**config.mk**
```make
export PLATFORM = sky130hd
export DESIGN_NAME = bcd_to_bin_seq
export DESIGN_NICKNAME = d
export VERILOG_FILES = /design/src/rtl/bcd_to_bin_seq.sv
export SDC_FILE = /design/constraint.sdc
export NUM_CORES = 1
export LEC_CHECK = 0
export ABC_AREA = 1
export CAP_MARGIN = 20
export CORE_ASPECT_RATIO = 0.5
export CORE_MARGIN = 8
export CORE_UTILIZATION = 48
export DETAILED_ROUTE_END_ITERATION = 10
export GPL_TIMING_DRIVEN = 0
export PLACE_DENSITY = 0.76
export SYNTH_ARGS = -nofsm -noshare
export SYNTH_HDL_FRONTEND = slang
export SYNTH_SLANG_ARGS = --single-unit
```
**constraint.sdc**
```tcl
create_clock -name clk -period 1.6 [get_ports clk]
set_clock_uncertainty 0.1 [all_clocks]
set_input_delay 0.32 -clock clk [delete_from_list [all_inputs] [get_ports clk]]
set_output_delay 0.32 -clock clk [all_outputs]
set_load 0.01 [all_outputs]
```
**src/rtl/bcd_to_bin_seq.sv**
```systemverilog
// Sequential BCD-to-binary converter (reverse double-dabble), one conversion per start/done handshake.
// Produces a binary magnitude plus sign, overflow and bad-digit flags for the operand registers.
module bcd_to_bin_seq #(
  parameter int NDIG    = 3,
  parameter int WIDTH   = 10,
  parameter int MAX_VAL = 255
) (
  input  logic              clk,
  input  logic              rst,
  input  logic              start,
  input  logic [4*NDIG-1:0] bcd_in,
  input  logic              neg_in,
  output logic              busy,
  output logic              done,
  output logic [WIDTH-1:0]  bin_out,
  output logic              neg_out,
  output logic              ovf,
  output logic              err_digit
);

  localparam int BW = 4*NDIG;
  localparam int CW = $clog2(BW+1);
  localparam logic [CW-1:0]    LAST = CW'(BW-1);
  localparam logic [WIDTH-1:0] MAXV = WIDTH'(MAX_VAL);

  localparam logic [1:0] IDLE  = 2'd0;
  localparam logic [1:0] CHECK = 2'd1;
  localparam logic [1:0] SHIFT = 2'd2;
  localparam logic [1:0] DONE  = 2'd3;

  logic [1:0]      state;
  logic [BW-1:0]   bcd_reg, bin_reg;
  logic [BW-1:0]   bcd_sh, bcd_nxt, bin_nxt;
  logic            neg_reg;
  logic [CW-1:0]   cnt;
  logic [NDIG-1:0] nib_bad;
  logic [WIDTH-1:0] res;

  assign {bcd_sh, bin_nxt} = {bcd_reg, bin_reg} >> 1;
  assign res = bin_nxt[WIDTH-1:0];

  // Per-digit: flag illegal nibbles, and undo the x2 carry after each right shift.
  for (genvar g = 0; g < NDIG; g++) begin : g_dig
    assign nib_bad[g] = bcd_reg[4*g +: 4] > 4'd9;
    assign bcd_nxt[4*g +: 4] = bcd_sh[4*g+3] ? bcd_sh[4*g +: 4] - 4'd3 : bcd_sh[4*g +: 4];
  end

  always_ff @(posedge clk) begin
    if (rst) begin
      state     <= IDLE;
      bcd_reg   <= '0;
      bin_reg   <= '0;
      neg_reg   <= 1'b0;
      cnt       <= '0;
      bin_out   <= '0;
      neg_out   <= 1'b0;
      ovf       <= 1'b0;
      err_digit <= 1'b0;
    end else begin
      case (state)
        IDLE: if (start) begin
          bcd_reg <= bcd_in;
          neg_reg <= neg_in;
          state   <= CHECK;
        end
        CHECK: if (|nib_bad) begin
          err_digit <= 1'b1;
          bin_out   <= '0;
          neg_out   <= 1'b0;
          ovf       <= 1'b0;
          state     <= DONE;
        end else begin
          bin_reg <= '0;
          cnt     <= '0;
          state   <= SHIFT;
        end
        SHIFT: begin
          bcd_reg <= bcd_nxt;
          bin_reg <= bin_nxt;
          cnt     <= cnt + 1'b1;
          // Results come straight from the final iteration so they are valid with done.
          if (cnt == LAST) begin
            bin_out   <= res;
            neg_out   <= neg_reg & (|res);
            ovf       <= res > MAXV;
            err_digit <= 1'b0;
            state     <= DONE;
          end
        end
        default: state <= IDLE;
      endcase
    end
  end

  assign busy = (state == CHECK) || (state == SHIFT);
  assign done = (state == DONE);

endmodule
```
# Word-level counts from Yosys, hierarchy flattened
# Index checks and enable logic that the tools add are counted.
[op_classes] add_sub_neg=3 mul=0 div=0 magnitude_cmp=4 eq_ne=8 shift=0 mux=23 bitwise=1 n_reduce_logical=11
[ops] op="$pmux W12 S2" count=2
[ops] op="$mux W12" count=2
[ops] op="$mux W10" count=2
[ops] op="$pmux W10 S2" count=1
[ops] op="$gt A4 B4 Y1 const B" count=3
[ops] op="$mux W4" count=3
[ops] op="$gt A10 B8 Y1 const B" count=1
[ops] op="$reduce_or A10 Y1" count=1
[ops] op="$ne A2 B2 Y1 const B" count=4
[ops] op="$pmux W4 S2" count=1
[ops] op="$reduce_and A2 Y1" count=4
[ops] op="$sub A4 B2 Y4 const B" count=2
[ops] op="$mux W1" count=6
[ops] op="$pmux W1 S2" count=3
[ops] op="$pmux W2 S3" count=1
[ops] op="$add A4 B1 Y4 const B" count=1
[ops] op="$eq A2 B2 Y1 const B" count=2
[ops] op="$eq A4 B4 Y1 const B" count=1
[ops] op="$mux W2" count=2
[ops] op="$reduce_bool A2 Y1" count=2
[ops] op="$reduce_and A3 Y1" count=1
[ops] op="$reduce_or A3 Y1" count=1
[ops] op="$eq A2 B1 Y1 const B" count=1
[ops] op="$logic_not A2 Y1" count=1
[ops] op="2 further kinds" count=2
[totals] ff_bits=44 latch_bits=0 ramBits=0 romBits=0 in_bits=16 output_inout_bits=15 n_memories=0

# Logic depth before layout (Yosys ltp)
# Gate-level depths: netlist of the first run.
[logic_depth] word_depth=4 ltp_mapped=10

# Least setup slack after synthesis of the first run
# No wires, ideal clock.
[synth_path] path_kind="register to register" start="register state[0]" end="register bcd_reg[3]" setup_ns=0.119 arrival_ns=1.385 required_ns=1.381 setup_slack_ns=-0.004 stages_incl_launch_ff=9 path_buffers=2 period_less_slack_ns=1.604 cell_sequence="dfxtp_1 inv_1 ha_1 buf_6 nor2_1 nor2_4 buf_2 o21ai_0 nor2_1"
[synth_via] elab_chain_len=3 elab_cells_between_ends=6
[synth_rtl] element="from (decl)" line="31" text="logic [1:0] state;"
[synth_rtl] element="from (signal assigned)" line="50" text="state <= IDLE;"
[synth_rtl] element="from (signal assigned)" line="64" text="state <= CHECK;"
[synth_rtl] element="from (signal assigned)" line="71" text="state <= DONE;"
[synth_rtl] element="$eq A2 B2 Y1 / $logic_not A2 Y1 (equally long branches)" line="60" text="case (state)"
[synth_rtl] element="$reduce_bool A2 Y1 (no line) / $ne A2 B2 Y1 (equally long branches)"
[synth_rtl] element="$reduce_and A2 Y1 (no line)"
[synth_rtl] element="to (signal assigned)" line="62" text="bcd_reg <= bcd_in;"
[synth_rtl] element="to (signal assigned)" line="78" text="bcd_reg <= bcd_nxt;"
[synth_rtl] element="to (decl)" line="32" text="logic [BW-1:0] bcd_reg, bin_reg;"
# Parallel ways exist; a longest one is shown, timed or not.
# A chain may end at the register's enable or synchronous reset.

# Final worst setup path of the first run
[layout_path] start="register state[1]" end="register bcd_reg[2]"
# The elaborated chain is that of the path after synthesis.

==> results of run 1 <==
## metal layers
metal	vias up	track usage [%]	part of all wire (%)
li1	1084	-	-
met3	10	4.96	8.8
met2	103	26.7	47
met1	1022	19.2	43
met4	0	4.16	1.4
met5	-	0	0
## logic make-up (layout without fill, tap and decap cells)
family                   count (synthesis)  count (layout)  share of synthesized area, %
buffers and inverters                   38              82                          9.22
AND/OR/NAND/NOR                        131             131                          27.6
XOR/XNOR                                 3               3                          1.18
adder cells (fa/ha/maj)                  8               8                          4.50
flip-flops                              43              43                          38.7
AO/OA/AOI/OAI                           74              74                          18.8
## how the worst max path moves through the flow
stage,from,endpoint,slack (ns)
4_1_cts,state[0],bin_reg[7],-0.008
3_5_place_dp,rst,bcd_reg[6],-0.31
2_1_floorplan,state[0],bin_out[3],0.007
6_report,state[1],bcd_reg[2],0.0008
3_3_place_gp,rst,bcd_reg[6],-0.30
5_1_grt,state[1],bcd_reg[2],-0.07
## power by group
group	leakage, nW	internal (W)	switching (W)
Clock	0.0470	0.000339	0.000376
Combinational	0.792	0.00143	0.00186
Sequential	0.354	0.00140	0.000282
## cell type report
| cell class | instances | area (µm²) |
|---|---|---|
| Buffer | 19 | 151 |
| Clock buffer | 6 | 82.6 |
| Clock inverter | 1 | 5.00 |
| Fill cell | 386 | 1580 |
| Inverter | 18 | 72.6 |
| Multi-Input combinational cell | 216 | 1240 |
| Sequential cell | 43 | 876 |
| Tap cell | 57 | 71.3 |
| Timing Repair Buffer | 38 | 349 |
## layout by cell type (no fill, tap or decap), types with 3 or more instances in the layout
master           count
buf_2                5
a31oi_1              3
dfxtp_1             39
dfxtp_4              4
clkbuf_2             4
buf_4                7
clkdlybuf4s50_1     15
inv_2                4
a21oi_1             39
nor2_4               4
ha_4                 3
buf_6                9
a21oi_2              8
dlygate4sd2_1       11
nand2_1             42
nor2_1              30
o21ai_2              3
nand3_1             44
o21ai_0             16
inv_1               12
clkbuf_8             6
ha_1                 4
## worst max-delay path: stages (launching register included)
cell and delay, ns:
dfxtp_4 0.40, inv_2 0.08, ha_4 0.18, inv_2 0.07, nor2_4 0.05, nor2_4 0.23, o21ai_1 0.12, a21oi_1 0.17
nor2_1 0.06, nor2_1 0.09
## metrics by stage
stage | setup WS (ns) | instances | hold slack [ns] | utilization, % | instance area, µm²
6_report | 0.000820 | 398 | 0.378 | 64.3 | 2850
5_1_grt | -0.0706 | 398 | 0.397 | 64.3 | 2850
4_1_cts | -0.00816 | 396 | 0.382 | 61.9 | 2740
3_5_place_dp | -0.315 | 384 | 0.368 | 58.7 | 2600
3_3_place_gp | -0.299 | 384 | 0.351 | 58.7 | 2600
2_1_floorplan | 0.00692 | 297 | 0.353 | - | 2230
## what timing repair did
item                                    CTS  global route
cloned                                    1             1
endpoints found under the setup margin   53            42
pin swaps                                 2             7
buffers inserted                          4             2
resized for setup                        33            34
==> impl_metrics.toml, run 1 <==
[outcome]
status = "completed"

[critical_path]
start_kind = "flop"
cp_max_fo = 8
cp-end-kind = "flop"
critPathKind = "reg2reg"
reg2reg_to = "bcd_reg[2]"
rr_worst_depth = 9
timing.rr.start = "state[1]"
arrival_ns = 1.73
ff2ff_setup_slack_ns = 0.0008
required_ns = 1.73

[layout]
diodes = 0
nets = 365
drive_gt1_share_pct = 21.1
largest_reg_flops = 12
area_growth_pct = 27.9

[placement]
gp_congestion = 0.856
post-dp-hpwl_mm = 3.94
io_buffers = 30

[clock_network]
clk_pin_slew_ns = 0.08
clock-root-buffer = "clkbuf_8"
cts.sinks = 43
clk_latency_ns = 0.29
htreeDepth = 2
cts_buffers = 5
clockBufferDepth = 2
cts_tree = "yes"
cts_hold_buf = 0

[synth]
avgSynthCellArea_um2 = 7.49
synth_most_common_cell = "nand3_1"
synthCells = 297
yosysUniqueCellTypes = 30
ys.warnings.count = 0
ys_ff_latch = 43
yosysTopAreaCell = "dfxtp_1"
synth-seq-area-share_pct = 38.7
yosys-top-cells-count = "nand3_1, dfxtp_1, nand2_1, a21oi_1, nor2_1"
synthesis.nets = 321
yosysTopAreaCellShare_pct = 38.7
async_flop_share_pct = 0
synth_ff_type = "dfxtp_1"
synth_edf_count = 0
yosys-top-cells-area = "dfxtp_1, nand3_1, a21oi_1, nand2_1, nor2_1"
synth_area_mm2 = 0.00222

[floorplan]
core_mm2 = 0.00442
start_util_pct = 50.3
ios = 31
die_area_mm2 = 0.00720
die_x_um = 112
row_count = 17
die_y_um = 64.1

[hold_path]
hold_depth = 2
hold_class = "reg2reg"
holdPathEnd = "ovf"
hold_start = "ovf"

[detailed_routing]
detail-route-antenna-nets = 0
drt_first_pass_iters = 5
wl_per_cell_um = 14.9
viasPerCell = 5.58
drc_errors = 0
dr_total_vias = 2219
drt_iter0_drc = 128
routed_wirelength_mm = 5.91

[timing]
fin_crit_ns = 1.60
rsz0062_at_grt = "true"
fmax_mhz = 625
finalSetupViolCount = 0
finalSetupTns_ns = 0
slew_viol_final = 0
worst_pin_slew_ns = 0.423
slew_headroom_pct = 71.8
hold_viol_final = 0
period_share_pct = 99.9

[global_route]
grt_pass1_wl_mm = 9.42
antenna_found_initial = 0
grt_overflow = 0
grt_pass1_vias = 2044
track_usage_pct = 15.8
grt_start_max_net_pins = 13

[job]
max_cap_viol_count = 0

[power]
p_total_w = 0.00569
power_density_mw_per_mm2 = 2000
irDropWorstVdd_mv = 0.825
power.leakage_nw = 1.19
(Power assumes the default switching activity.)
==> run 2, diff against run 1 <==
CTS_BUF_LIST = sky130_fd_sc_hd__clkbuf_4 sky130_fd_sc_hd__clkbuf_8   (was unset)
==> results of run 2 <==
Same layout as run 1: the final DEF is identical, and so are final timing and power.
